[config.mk]
export PLATFORM = sky130hd
export DESIGN_NAME = wbu_pipe
export DESIGN_NICKNAME = d
export VERILOG_FILES = /design/src/rtl/wbu_pipe.sv
export SDC_FILE = /design/constraint.sdc
export NUM_CORES = 1
export LEC_CHECK = 0
export ABC_AREA = 1
export ABC_CLOCK_PERIOD_IN_PS = 5800
export CAP_MARGIN = 5
export CORE_UTILIZATION = 30
export DETAILED_ROUTE_END_ITERATION = 10
export GPL_TIMING_DRIVEN = 0
export HOLD_SLACK_MARGIN = 0.15
export MAX_ROUTING_LAYER = met4
export REMOVE_ABC_BUFFERS = 1
export SLEW_MARGIN = 5
export SYNTH_ARGS = -nofsm -noshare
export SYNTH_HDL_FRONTEND = slang
export SYNTH_SLANG_ARGS = --single-unit
[constraint.sdc]
create_clock -name clk -period 5.8 [get_ports clk]
set_clock_uncertainty 0.05 [all_clocks]
set_input_delay 0.87 -clock clk [delete_from_list [all_inputs] [get_ports clk]]
set_output_delay 0.87 -clock clk [all_outputs]
set_load 0.02 [all_outputs]
[src/rtl/wbu_pipe.sv]
// Multi-lane writeback stage: selects ALU or extended load data per lane, drives the regfile write ports.
// Latency: 1 cycle from accept to write; a lane-0 load without data waits in WAIT_MEM until mem_data_ok.
// Backpressure: in_ready is low only in WAIT_MEM; flush drops the pending bundle and reopens the stage.
module wbu_pipe #(
    parameter int LANES  = 2,
    parameter int REG_AW = 5
) (
    input  logic                      clk,
    input  logic                      rst,
    input  logic                      flush,
    input  logic                      in_valid,
    output logic                      in_ready,
    input  logic [LANES-1:0]          in_lane_vld,
    input  logic [LANES-1:0]          in_wen,
    input  logic [LANES-1:0]          in_wb_sel,
    input  logic [2:0]                in_ld_type,
    input  logic [1:0]                in_addr_lo,
    input  logic [LANES*32-1:0]       in_alu_res,
    input  logic [LANES*REG_AW-1:0]   in_reg_dst,
    input  logic                      mem_data_ok,
    input  logic [31:0]               mem_data,
    output logic [LANES-1:0]          wb_w_en,
    output logic [LANES*REG_AW-1:0]   wb_w_reg_addr,
    output logic [LANES*32-1:0]       wb_w_data
);

    typedef enum logic {
        ST_IDLE     = 1'b0,
        ST_WAIT_MEM = 1'b1
    } state_t;

    typedef struct packed {
        logic [LANES-1:0]        live;
        logic [LANES*REG_AW-1:0] dst;
        logic [LANES*32-1:0]     alu;
        logic [2:0]              ld_type;
        logic [1:0]              addr_lo;
        logic                    is_ld;
    } bundle_t;

    localparam logic [2:0] LD_LB  = 3'b001;
    localparam logic [2:0] LD_LBU = 3'b010;
    localparam logic [2:0] LD_LH  = 3'b011;
    localparam logic [2:0] LD_LHU = 3'b100;

    state_t                  state_q, state_d;
    bundle_t                 hold_q, hold_d;
    logic [LANES-1:0]        wb_w_en_q, wb_w_en_d;
    logic [LANES*REG_AW-1:0] wb_w_reg_addr_q, wb_w_reg_addr_d;
    logic [LANES*32-1:0]     wb_w_data_q, wb_w_data_d;

    bundle_t                 in_bdl;
    bundle_t                 ret_bdl;
    logic                    fire;
    logic                    retire;

    // Lanes >= 1 never carry loads, so their wb_sel bits are intentionally dropped.
    generate
        if (LANES > 1) begin : g_unused_sel
            logic unused_wb_sel;
            assign unused_wb_sel = ^in_wb_sel[LANES-1:1];
        end
    endgenerate

    function automatic logic [31:0] load_ext(
        input logic [2:0]  ld_type,
        input logic [1:0]  addr_lo,
        input logic [31:0] word
    );
        logic [7:0]  byte_v;
        logic [15:0] half_v;
        byte_v = word[8*addr_lo +: 8];
        half_v = word[16*addr_lo[1] +: 16];
        case (ld_type)
            LD_LB:   load_ext = {{24{byte_v[7]}}, byte_v};
            LD_LBU:  load_ext = {24'h0, byte_v};
            LD_LH:   load_ext = {{16{half_v[15]}}, half_v};
            LD_LHU:  load_ext = {16'h0, half_v};
            default: load_ext = word;
        endcase
    endfunction

    // Older lane loses when a younger live lane targets the same register.
    function automatic logic [LANES-1:0] waw_mask(
        input logic [LANES-1:0]        live,
        input logic [LANES*REG_AW-1:0] dst
    );
        waw_mask = live;
        for (int i = 0; i < LANES; i++) begin
            for (int j = i + 1; j < LANES; j++) begin
                if (live[i] && live[j] &&
                    (dst[i*REG_AW +: REG_AW] == dst[j*REG_AW +: REG_AW])) begin
                    waw_mask[i] = 1'b0;
                end
            end
        end
    endfunction

    always_comb begin
        in_bdl         = '0;
        in_bdl.dst     = in_reg_dst;
        in_bdl.alu     = in_alu_res;
        in_bdl.ld_type = in_ld_type;
        in_bdl.addr_lo = in_addr_lo;
        in_bdl.is_ld   = in_lane_vld[0] & in_wb_sel[0];
        for (int i = 0; i < LANES; i++) begin
            in_bdl.live[i] = in_lane_vld[i] & in_wen[i] &
                             (in_reg_dst[i*REG_AW +: REG_AW] != '0);
        end
    end

    assign in_ready = (state_q == ST_IDLE);
    assign fire     = in_valid & in_ready & ~flush;

    always_comb begin
        state_d         = state_q;
        hold_d          = hold_q;
        wb_w_en_d       = '0;
        wb_w_reg_addr_d = wb_w_reg_addr_q;
        wb_w_data_d     = wb_w_data_q;
        retire          = 1'b0;
        ret_bdl         = in_bdl;

        // Flush wins over both an incoming bundle and late memory data.
        if (flush) begin
            state_d = ST_IDLE;
            hold_d  = '0;
        end else begin
            case (state_q)
                ST_IDLE: begin
                    if (fire) begin
                        if (in_bdl.is_ld && !mem_data_ok) begin
                            hold_d  = in_bdl;
                            state_d = ST_WAIT_MEM;
                        end else begin
                            retire  = 1'b1;
                            ret_bdl = in_bdl;
                        end
                    end
                end
                ST_WAIT_MEM: begin
                    if (mem_data_ok) begin
                        retire  = 1'b1;
                        ret_bdl = hold_q;
                        hold_d  = '0;
                        state_d = ST_IDLE;
                    end
                end
                default: state_d = ST_IDLE;
            endcase
        end

        if (retire) begin
            wb_w_en_d       = waw_mask(ret_bdl.live, ret_bdl.dst);
            wb_w_reg_addr_d = ret_bdl.dst;
            wb_w_data_d     = ret_bdl.alu;
            if (ret_bdl.is_ld) begin
                wb_w_data_d[31:0] = load_ext(ret_bdl.ld_type, ret_bdl.addr_lo, mem_data);
            end
        end
    end

    always_ff @(posedge clk or posedge rst) begin
        if (rst) begin
            state_q         <= ST_IDLE;
            hold_q          <= '0;
            wb_w_en_q       <= '0;
            wb_w_reg_addr_q <= '0;
            wb_w_data_q     <= '0;
        end else begin
            state_q         <= state_d;
            hold_q          <= hold_d;
            wb_w_en_q       <= wb_w_en_d;
            wb_w_reg_addr_q <= wb_w_reg_addr_d;
            wb_w_data_q     <= wb_w_data_d;
        end
    end

    assign wb_w_en       = wb_w_en_q;
    assign wb_w_reg_addr = wb_w_reg_addr_q;
    assign wb_w_data     = wb_w_data_q;

endmodule

==> metrics.txt <==
RSZ-0062 raised after global routing=false; total power per unit cell area=approximately 290 nW/um^2; Util after Layout=42.4%; Finished Cell Area=11,000 sq um; synth warn=0; DPL Wire Length=16.1 mm; Root Driver=clkbuf_16; total gr overflow=0; status=finished, final reports clean; Die Wd=165 microns; DP Cell Count=1,537; area post-placement=10,400 sq um; Yosys top cell area share=49.8%; final setup violation count=0; commonest register cell after synthesis=dfrtp_1; Pwr Total=approximately 3.2 mW; postcts setup bufs=0; clk slew on worst S/H paths=70 ps; maximum vdd drop=0.000140 V; Initial Util=30.6%; Overall Global Routing Usage=between 10% and 20%; fmax=approximately 260 MHz; mean post-synth cell area=7.58 sq um; RePlAce Congestion=0.792; Fillers=around 2,700; final std cells w/o fill=1,572; critical path type=input port to register; Post-synth top cells=nand2_1 (318), inv_1 (194), dfrtp_1 (159); R2R cell count=9; Tmin final=3870 ps; largest net degree at the start of global routing=83; post-CTS sizing=0; most common cell in the synthesized netlist=nand2_1; Worst Hold Depth=2; Synth area leaders=dfrtp_1 (50%), nand2_1 (15%), inv_1 (9.1%); Max FO, Critical Path=57; core area=26,100 sq um; total wire length=24.0 mm; Yosys reg bits=159; Max Root-Sink Buffers=2; Post-synth EDFFs=0; relative slew slack=38.5%; max-slew violations=0; # IOs=199; Worst setup SP type=input port; row count=59; R2R Setup Slk=2530 ps; share of cells above drive strength 1=5.02%; I/O Buffers=197; DRT iter0 DRCs=about 500; initial antenna violation count=2; vias=between 7,000 and 8,000; CTS Buf Count=17; DR vias/cell=~4.7; full die area=27,300 sq um; global-route wire length before repair=37.9 mm; Final Hold Vio Count=0; remaining antenna violation count=0; worst min path class=register to register; Final #Nets=around 1,300; Crit. End Element=register; post-route clock period utilization=66.7%; Slew @ Worst Pin=922 ps; drt first pass iters=5; TNS Setup=0 ps; CTS Sinks=159; CTS H-tree lvls=4; Post-Syn Instances=1,054; CTS tree=yes; Cell variety after synth=28; WP data required=6060 ps; Die Ht=165 microns; Netlist Area Pre-Place=7990 sq um; hold buffers post-CTS=0; later-pin clock latency in the skew report=420 ps; max-cap viol count=0; Synth-to-Final Area Change=38.4%; Wirelength per Cell=15.3 microns; Crit path arrival time=4120 ps; vias in the first global route=slightly above 7,000; leakage power=5.22 nW; drt drc=0; register area share after synthesis=49.8%; area leader, netlist=dfrtp_1; Async SR Flop Fraction=between 90% and 100%
==> worst paths after layout <==
| kind | startpoint | to |
|---|---|---|
| max | flush | wb_w_data[14]$_DFFE_PP0P_ |
| min | wb_w_data[24]$_DFFE_PP0P_ | wb_w_data[24]$_DFFE_PP0P_ |
| max reg2reg | state_q$_DFF_PP0_ | hold_q[61]$_DFFE_PP0P_ |
| min reg2reg | wb_w_data[24]$_DFFE_PP0P_ | wb_w_data[24]$_DFFE_PP0P_ |
| max in group asynchronous | rst | hold_q[29]$_DFFE_PP0P_ |
| min in group asynchronous | rst | hold_q[55]$_DFFE_PP0P_ |
==> cell usage in the layout (no fill, tap or decap), types with 3 or more instances in the layout <==
cell	count
nand2_1	317
clkdlybuf4s50_1	197
inv_1	193
dfrtp_1	159
o22ai_1	81
a31oi_1	62
o21ai_1	48
nor2_1	37
o21ai_0	31
nand3_1	25
clkbuf_16	17
nand4_1	8
nand2_2	6
buf_16	5
bufinv_16	4
inv_2	3
nand3_4	3
a21oi_1	3
clkinv_2	3
xor2_1	3
clkinv_4	3
inv_6	3
buf_8	3
==> sequential cells by signal (all words and copies together), names as in the netlist <==
signal and cells:
hold_q 82, wb_w_data 64, wb_w_reg_addr 10, wb_w_en 2, state_q 1
==> area by class of cell <==
type / count / area [sq um] / share of cell area, %
flip-flops and latches: 159 / 3980 / 36.0
well taps: 335 / 419 / 3.79
repair buffers: 209 / 2220 / 20.1
clock buffers: 17 / 425 / 3.85
clock inverters: 15 / 209 / 1.89
inverters: 198 / 752 / 6.81
multi-input cells: 637 / 3040 / 27.5
diodes: 2 / 5.00 / 0.0453
==> power breakdown <==
| part | internal [mW] | switching [mW] |
|---|---|---|
| Combinational | 0.325 | 0.384 |
| Clock | 0.729 | 0.497 |
| Sequential | 1.22 | 0.0624 |
| Total | 2.27 | 0.943 |
==> worst max-delay path: stages <==
cell and delay, ps:
clkdlybuf4s50_1 510, inv_2 200, nand3_4 470, buf_16 400, nand2_1 140, o21ai_4 130
inv_1 650, nand2_1 420, o21ai_1 260, nand2_1 60
==> stage by stage <==
| stage | setup slack (ps) | hold WS [ps] |
|---|---|---|
| 2_1_floorplan | 315 | 463 |
| 3_3_place_gp | -4480 | 414 |
| 3_5_place_dp | 1400 | 417 |
| 4_1_cts | 1860 | 435 |
| 6_report | 1930 | 428 |
| 5_1_grt | 1690 | 446 |
==> cell families after synthesis <==
| kind of cell | Yosys count | synth area share, % |
|---|---|---|
| xor gates and xnor gates | 5 | 0.549 |
| AOI/OAI and AO/OA | 231 | 16.9 |
| DFF | 159 | 49.8 |
| and+or+nand+nor | 401 | 20.2 |
| buffers and inverters | 258 | 12.5 |
==> per-layer routing <==
layer  track usage, %  vias to the layer above  part of all wire [%]
met5                -                        -                     0
met4             4.84                        0                   1.4
met3             4.60                       22                   6.6
met2             28.9                      191                    46
met1             23.8                     3508                    46
li1                 -                     3707                     -
Note: power is estimated with default switching activity, not from simulation.
